**config.mk**
```make
export PLATFORM = sky130hd
export DESIGN_NAME = syst_ws_array
export DESIGN_NICKNAME = d
export VERILOG_FILES = /design/src/rtl/syst_ws_pkg.sv /design/src/rtl/syst_ws_pe.sv /design/src/rtl/syst_ws_array.sv
export SDC_FILE = /design/constraint.sdc
export NUM_CORES = 2
export LEC_CHECK = 0
export ABC_CLOCK_PERIOD_IN_PS = 4970
export BUFFER_PORTS_ARGS = -buffer_cell sky130_fd_sc_hd__buf_2
export CORE_ASPECT_RATIO = 0.6
export CORE_MARGIN = 5
export CORE_UTILIZATION = 52
export CTS_CLUSTER_SIZE = 16
export DETAILED_ROUTE_END_ITERATION = 7
export GPL_ROUTABILITY_DRIVEN = 1
export MAX_ROUTING_LAYER = met4
export PLACE_DENSITY = 0.68
export SKIP_LAST_GASP = 1
export SLEW_MARGIN = 15
export SYNTH_ARGS = -nofsm -noshare
export SYNTH_HDL_FRONTEND = slang
export SYNTH_HIERARCHICAL = 1
export SYNTH_SLANG_ARGS = --single-unit
```
**constraint.sdc**
```tcl
create_clock -name clk_i -period 4.97 [get_ports clk_i]
set_clock_uncertainty 0.05 [all_clocks]
set_input_delay 0.2485 -clock clk_i [delete_from_list [all_inputs] [get_ports clk_i]]
set_output_delay 0.2485 -clock clk_i [all_outputs]
set_load 0.005 [all_outputs]
```
**src/rtl/syst_ws_pkg.sv**
```systemverilog
// Shared sizing constants and the fixed weight map for the 5x5 weight-stationary array.
package syst_ws_pkg;

    localparam int N      = 5;
    localparam int DATA_W = 8;
    localparam int PROD_W = 16;
    localparam int PSUM_W = 20;

    // Rows and columns are 1-based here so the map reads w(r,c) = r*r + c directly.
    function automatic logic [DATA_W-1:0] weight(input int r, input int c);
        return DATA_W'(r * r + c);
    endfunction

endpackage

```
**src/rtl/syst_ws_pe.sv**
```systemverilog
// One weight-stationary processing element: passes activations right and
// accumulates its weighted activation into the partial sum moving down.
module syst_ws_pe
    import syst_ws_pkg::*;
#(
    parameter logic [DATA_W-1:0] WEIGHT = 8'd1
) (
    input  logic              clk_i,
    input  logic              rst_i,
    input  logic [DATA_W-1:0] x_i,
    input  logic              xv_i,
    input  logic [PSUM_W-1:0] ps_i,
    input  logic              pv_i,
    output logic [DATA_W-1:0] x_o,
    output logic              xv_o,
    output logic [PSUM_W-1:0] ps_o,
    output logic              pv_o
);

    logic [PROD_W-1:0] prod_s;
    logic [PSUM_W-1:0] sum_s;
    logic [DATA_W-1:0] x_r;
    logic              xv_r;
    logic [PSUM_W-1:0] ps_r;
    logic              pv_r;

    // Masked product added onto the incoming partial sum; the sum wraps at PSUM_W bits.
    always_comb begin
        prod_s = {PROD_W{1'b0}};
        if (xv_i) begin
            prod_s = PROD_W'(x_i) * PROD_W'(WEIGHT);
        end else begin
            prod_s = {PROD_W{1'b0}};
        end
        sum_s = ps_i + PSUM_W'(prod_s);
    end

    // Activation, partial-sum and valid pipeline registers.
    always_ff @(posedge clk_i) begin
        if (rst_i) begin
            x_r  <= {DATA_W{1'b0}};
            xv_r <= 1'b0;
            ps_r <= {PSUM_W{1'b0}};
            pv_r <= 1'b0;
        end else begin
            x_r  <= x_i;
            xv_r <= xv_i;
            ps_r <= sum_s;
            pv_r <= pv_i | xv_i;
        end
    end

    assign x_o  = x_r;
    assign xv_o = xv_r;
    assign ps_o = ps_r;
    assign pv_o = pv_r;

endmodule

```
**src/rtl/syst_ws_array.sv**
```systemverilog
// 5x5 weight-stationary systolic matrix-vector engine; callers skew row r by r-1 cycles
// and each column sum lands in a hold register at the bottom.
module syst_ws_array
    import syst_ws_pkg::*;
(
    input  logic              clk_i,
    input  logic              rst_i,
    input  logic [DATA_W-1:0] x1_i,
    input  logic [DATA_W-1:0] x2_i,
    input  logic [DATA_W-1:0] x3_i,
    input  logic [DATA_W-1:0] x4_i,
    input  logic [DATA_W-1:0] x5_i,
    input  logic              valid1_i,
    input  logic              valid2_i,
    input  logic              valid3_i,
    input  logic              valid4_i,
    input  logic              valid5_i,
    output logic [PSUM_W-1:0] y1_o,
    output logic [PSUM_W-1:0] y2_o,
    output logic [PSUM_W-1:0] y3_o,
    output logic [PSUM_W-1:0] y4_o,
    output logic [PSUM_W-1:0] y5_o
);

    // x_s/xv_s[r][c] feed PE(r,c); ps_s/pv_s[r][c] feed PE(r,c) and row N is the bottom edge.
    logic [DATA_W-1:0] x_s  [N][N];
    logic              xv_s [N][N];
    logic [PSUM_W-1:0] ps_s [N+1][N];
    logic              pv_s [N+1][N];
    logic [PSUM_W-1:0] y_r  [N];

    assign x_s[0][0]  = x1_i;
    assign x_s[1][0]  = x2_i;
    assign x_s[2][0]  = x3_i;
    assign x_s[3][0]  = x4_i;
    assign x_s[4][0]  = x5_i;
    assign xv_s[0][0] = valid1_i;
    assign xv_s[1][0] = valid2_i;
    assign xv_s[2][0] = valid3_i;
    assign xv_s[3][0] = valid4_i;
    assign xv_s[4][0] = valid5_i;

    for (genvar c = 0; c < N; c++) begin : g_top
        assign ps_s[0][c] = {PSUM_W{1'b0}};
        assign pv_s[0][c] = 1'b0;
    end

    for (genvar r = 0; r < N; r++) begin : g_row
        for (genvar c = 0; c < N; c++) begin : g_col
            if (c < N - 1) begin : g_pass
                syst_ws_pe #(.WEIGHT(weight(r + 1, c + 1))) u_pe (
                    .clk_i (clk_i),
                    .rst_i (rst_i),
                    .x_i   (x_s[r][c]),
                    .xv_i  (xv_s[r][c]),
                    .ps_i  (ps_s[r][c]),
                    .pv_i  (pv_s[r][c]),
                    .x_o   (x_s[r][c+1]),
                    .xv_o  (xv_s[r][c+1]),
                    .ps_o  (ps_s[r+1][c]),
                    .pv_o  (pv_s[r+1][c])
                );
            end else begin : g_edge
                // Rightmost column: activations leave the array here.
                syst_ws_pe #(.WEIGHT(weight(r + 1, c + 1))) u_pe (
                    .clk_i (clk_i),
                    .rst_i (rst_i),
                    .x_i   (x_s[r][c]),
                    .xv_i  (xv_s[r][c]),
                    .ps_i  (ps_s[r][c]),
                    .pv_i  (pv_s[r][c]),
                    .x_o   (),
                    .xv_o  (),
                    .ps_o  (ps_s[r+1][c]),
                    .pv_o  (pv_s[r+1][c])
                );
            end
        end
    end

    // Column result registers: load on a valid bottom partial sum, otherwise hold.
    always_ff @(posedge clk_i) begin
        if (rst_i) begin
            for (int c = 0; c < N; c++) begin
                y_r[c] <= {PSUM_W{1'b0}};
            end
        end else begin
            for (int c = 0; c < N; c++) begin
                if (pv_s[N][c]) begin
                    y_r[c] <= ps_s[N][c];
                end else begin
                    y_r[c] <= y_r[c];
                end
            end
        end
    end

    assign y1_o = y_r[0];
    assign y2_o = y_r[1];
    assign y3_o = y_r[2];
    assign y4_o = y_r[3];
    assign y5_o = y_r[4];

endmodule

```
==> results_dict.tcl <==
set metrics [dict create \
    path_max_fanout 9 \
    grt_pass1_vias 36800 \
    reg2regPathDepth 17 \
    vias 40500 \
    die_area_mm2 0.108 \
    ff_latch_area_mm2 0.0171 \
    post-route-util_pct 58.5 \
    grt_pass1_wl_um 195000 \
    die-width_um 421 \
    die_h_um 256 \
    ff2ff_setup_slack_ns 0.21 \
    first_pass_iters 6 \
    grt_max_degree 197 \
    core_mm2 0.100 \
    irDropWorstVdd_mv 0.190 \
    io_pins 147 \
    worstPathRequired_ns 5.51 \
    highest_layer "met4" \
    final-setup-viol-count 0 \
    dpl_worst_slack_ns 0.0717 \
    numClockSinks 805 \
    clk_pin_slew_ns 0.06 \
    wirelength_um 120000 \
    syn_area_mm2 0.0526 \
    finalSetupTns_ns 0 \
    report.power.total_uw 16100 \
    yosys_warnings 6 \
    finalWorstSetupSlack_ns 0.212 \
    drive_above_1_share_pct 8.53 \
    fin_crit_sh_pct 95.7 \
    drc 0 \
    startpoint "g_row[4].g_col[0].g_pass.u_pe/x_o[1]$_SDFF_PP0_" \
    tightest_slew_ns 0.952 \
    wl_met1_um 66300 \
    cts_buffers 79 \
    viasPerCell 5.34 \
    end_kind "flop" \
    slew_headroom_pct 36.5 \
    grt.total_usage_pct 22.4 \
    root_buffer "clkbuf_16" \
    final_area_mm2 0.0587 \
    syn_avg_cell_area_um2 9.09 \
    nFillCells 8898 \
    clkLatencyLatePin_ns 0.68 \
    outcome "completed" \
    crit_path_end "g_row[4].g_col[1].g_pass.u_pe/ps_o[19]$_SDFF_PP0_" \
    wl_per_cell_um 15.8 \
    dpl.hpwl_um 93400 \
    io_buffers 146 \
    dr.first_iter.drc_count 3174 \
    timing.critical_path.arrival_ns 5.30 \
    power.leakage_uw 0.0265 \
    initial_utilization_pct 52.4 \
    hold_viol_final 0 \
    critPathLaunchType "flop" \
    antenna_found_initial 1 \
    final_cell_mix "701 x dfxtp_1, 588 x ha_1, 572 x nor2_1" \
    syn_to_final_growth_pct 11.7 \
    gp_congestion 0.905 \
    ant_nets 0 \
    hp-class "input port to flop" \
    drv_slew 0 \
    dr_wl_met3_um 6520 \
    powerDensity_mw_per_mm2 274 \
    r2r_start "g_row[4].g_col[0].g_pass.u_pe/x_o[1]$_SDFF_PP0_" \
    dr_wl_met2_um 45100 \
    critPathKind "flop to flop" \
    nets 6938 \
    timing.rr.end "g_row[4].g_col[1].g_pass.u_pe/ps_o[19]$_SDFF_PP0_" \
    multi_input_area_mm2 0.0346 \
    synthCells 5785 \
    htreeDepth 3 \
    maxCapViolations 0 \
    clk_path_buf_depth 3 \
    clock.fmax_mhz 210 \
    final_common_cell "dfxtp_1" \
    rows 90 \
    cts_tree "done" \
    globalRoute.totalOverflow 0 \
    period_minus_slack_ns 4.76 \
    dpl_cell_area_mm2 0.0555 \
]
==> registers in the layout, indices dropped and copies added (netlist names) <==
name                          cells
g_row.g_col.g_pass.u_pe/ps_o    400
g_row.g_col.g_pass.u_pe/xv_o     20
g_row.g_col.g_edge.u_pe/pv_o      5
y_r                             100
g_row.g_col.g_pass.u_pe/pv_o     20
g_row.g_col.g_edge.u_pe/ps_o    100
g_row.g_col.g_pass.u_pe/x_o     160
==> metrics by stage <==
stage               std cells  hold WS, ns
detailed placement       7394        0.373
CTS                      7584     0.000184
floorplan                6055        0.319
global route             7585       0.0247
finish                   7585       0.0162
global placement         7394        0.370
==> area by class of cell <==
class	count	share of cell area, %
diodes	1	0.00426
multi-input cells	4752	58.9
clock buffers	102	3.76
clock inverters	43	0.850
well taps	1334	2.84
flip-flops and latches	805	29.2
inverters	344	2.20
repair buffers	204	2.28
==> power breakdown <==
part / total [µW] / internal, µW / switching, µW
Clock: 6240 / 3550 / 2690
Sequential: 7280 / 6980 / 296
Combinational: 2550 / 1060 / 1490
==> per-layer routing <==
metal,GRT usage (%),vias to the layer above
li1,-,20900
met1,36.7,18600
met2,28.5,908
met3,3.43,117
met4,3.44,0
met5,-,-
==> critical path, stage by stage, from the launching register on <==
cell,delay (ns)
dfxtp_1,0.34
ha_1,0.35
fa_1,0.51
inv_1,0.05
fa_1,0.49
inv_1,0.04
ha_1,0.35
and2_0,0.17
o21ai_0,0.20
nand3b_1,0.15
a31oi_1,0.25
mux2i_1,0.31
ha_4,0.23
nand4_1,0.18
o22ai_4,0.25
a2111oi_4,0.11
or4_1,0.52
a21oi_1,0.15
==> how the worst min path moves through the flow <==
stage | from | endpoint | slack, ns | depth (start not counted)
2_1_floorplan | valid1_i | g_row[0].g_col[0].g_pass.u_pe/pv_o$_SDFF_PP0_ | 0.32 | 2
3_3_place_gp | g_row[3].g_col[0].g_pass.u_pe/ps_o[0]$_SDFF_PP0_ | g_row[4].g_col[0].g_pass.u_pe/ps_o[0]$_SDFF_PP0_ | 0.37 | 1
3_5_place_dp | g_row[1].g_col[0].g_pass.u_pe/ps_o[0]$_SDFF_PP0_ | g_row[2].g_col[0].g_pass.u_pe/ps_o[0]$_SDFF_PP0_ | 0.37 | 1
4_1_cts | rst_i | g_row[4].g_col[0].g_pass.u_pe/ps_o[8]$_SDFF_PP0_ | 0.0002 | 2
5_1_grt | rst_i | g_row[4].g_col[0].g_pass.u_pe/ps_o[8]$_SDFF_PP0_ | 0.02 | 2
6_report | rst_i | g_row[4].g_col[0].g_pass.u_pe/ps_o[8]$_SDFF_PP0_ | 0.02 | 2
==> what timing repair did <==
action                                 in CTS  in global routing
endpoints found under the hold margin      52                  0
hold buffers                               45                  0
gates resized for setup                     0                 19
setup buffers                               0                  0
setup endpoints to repair                   0                 18
(Power assumes the default switching activity.)
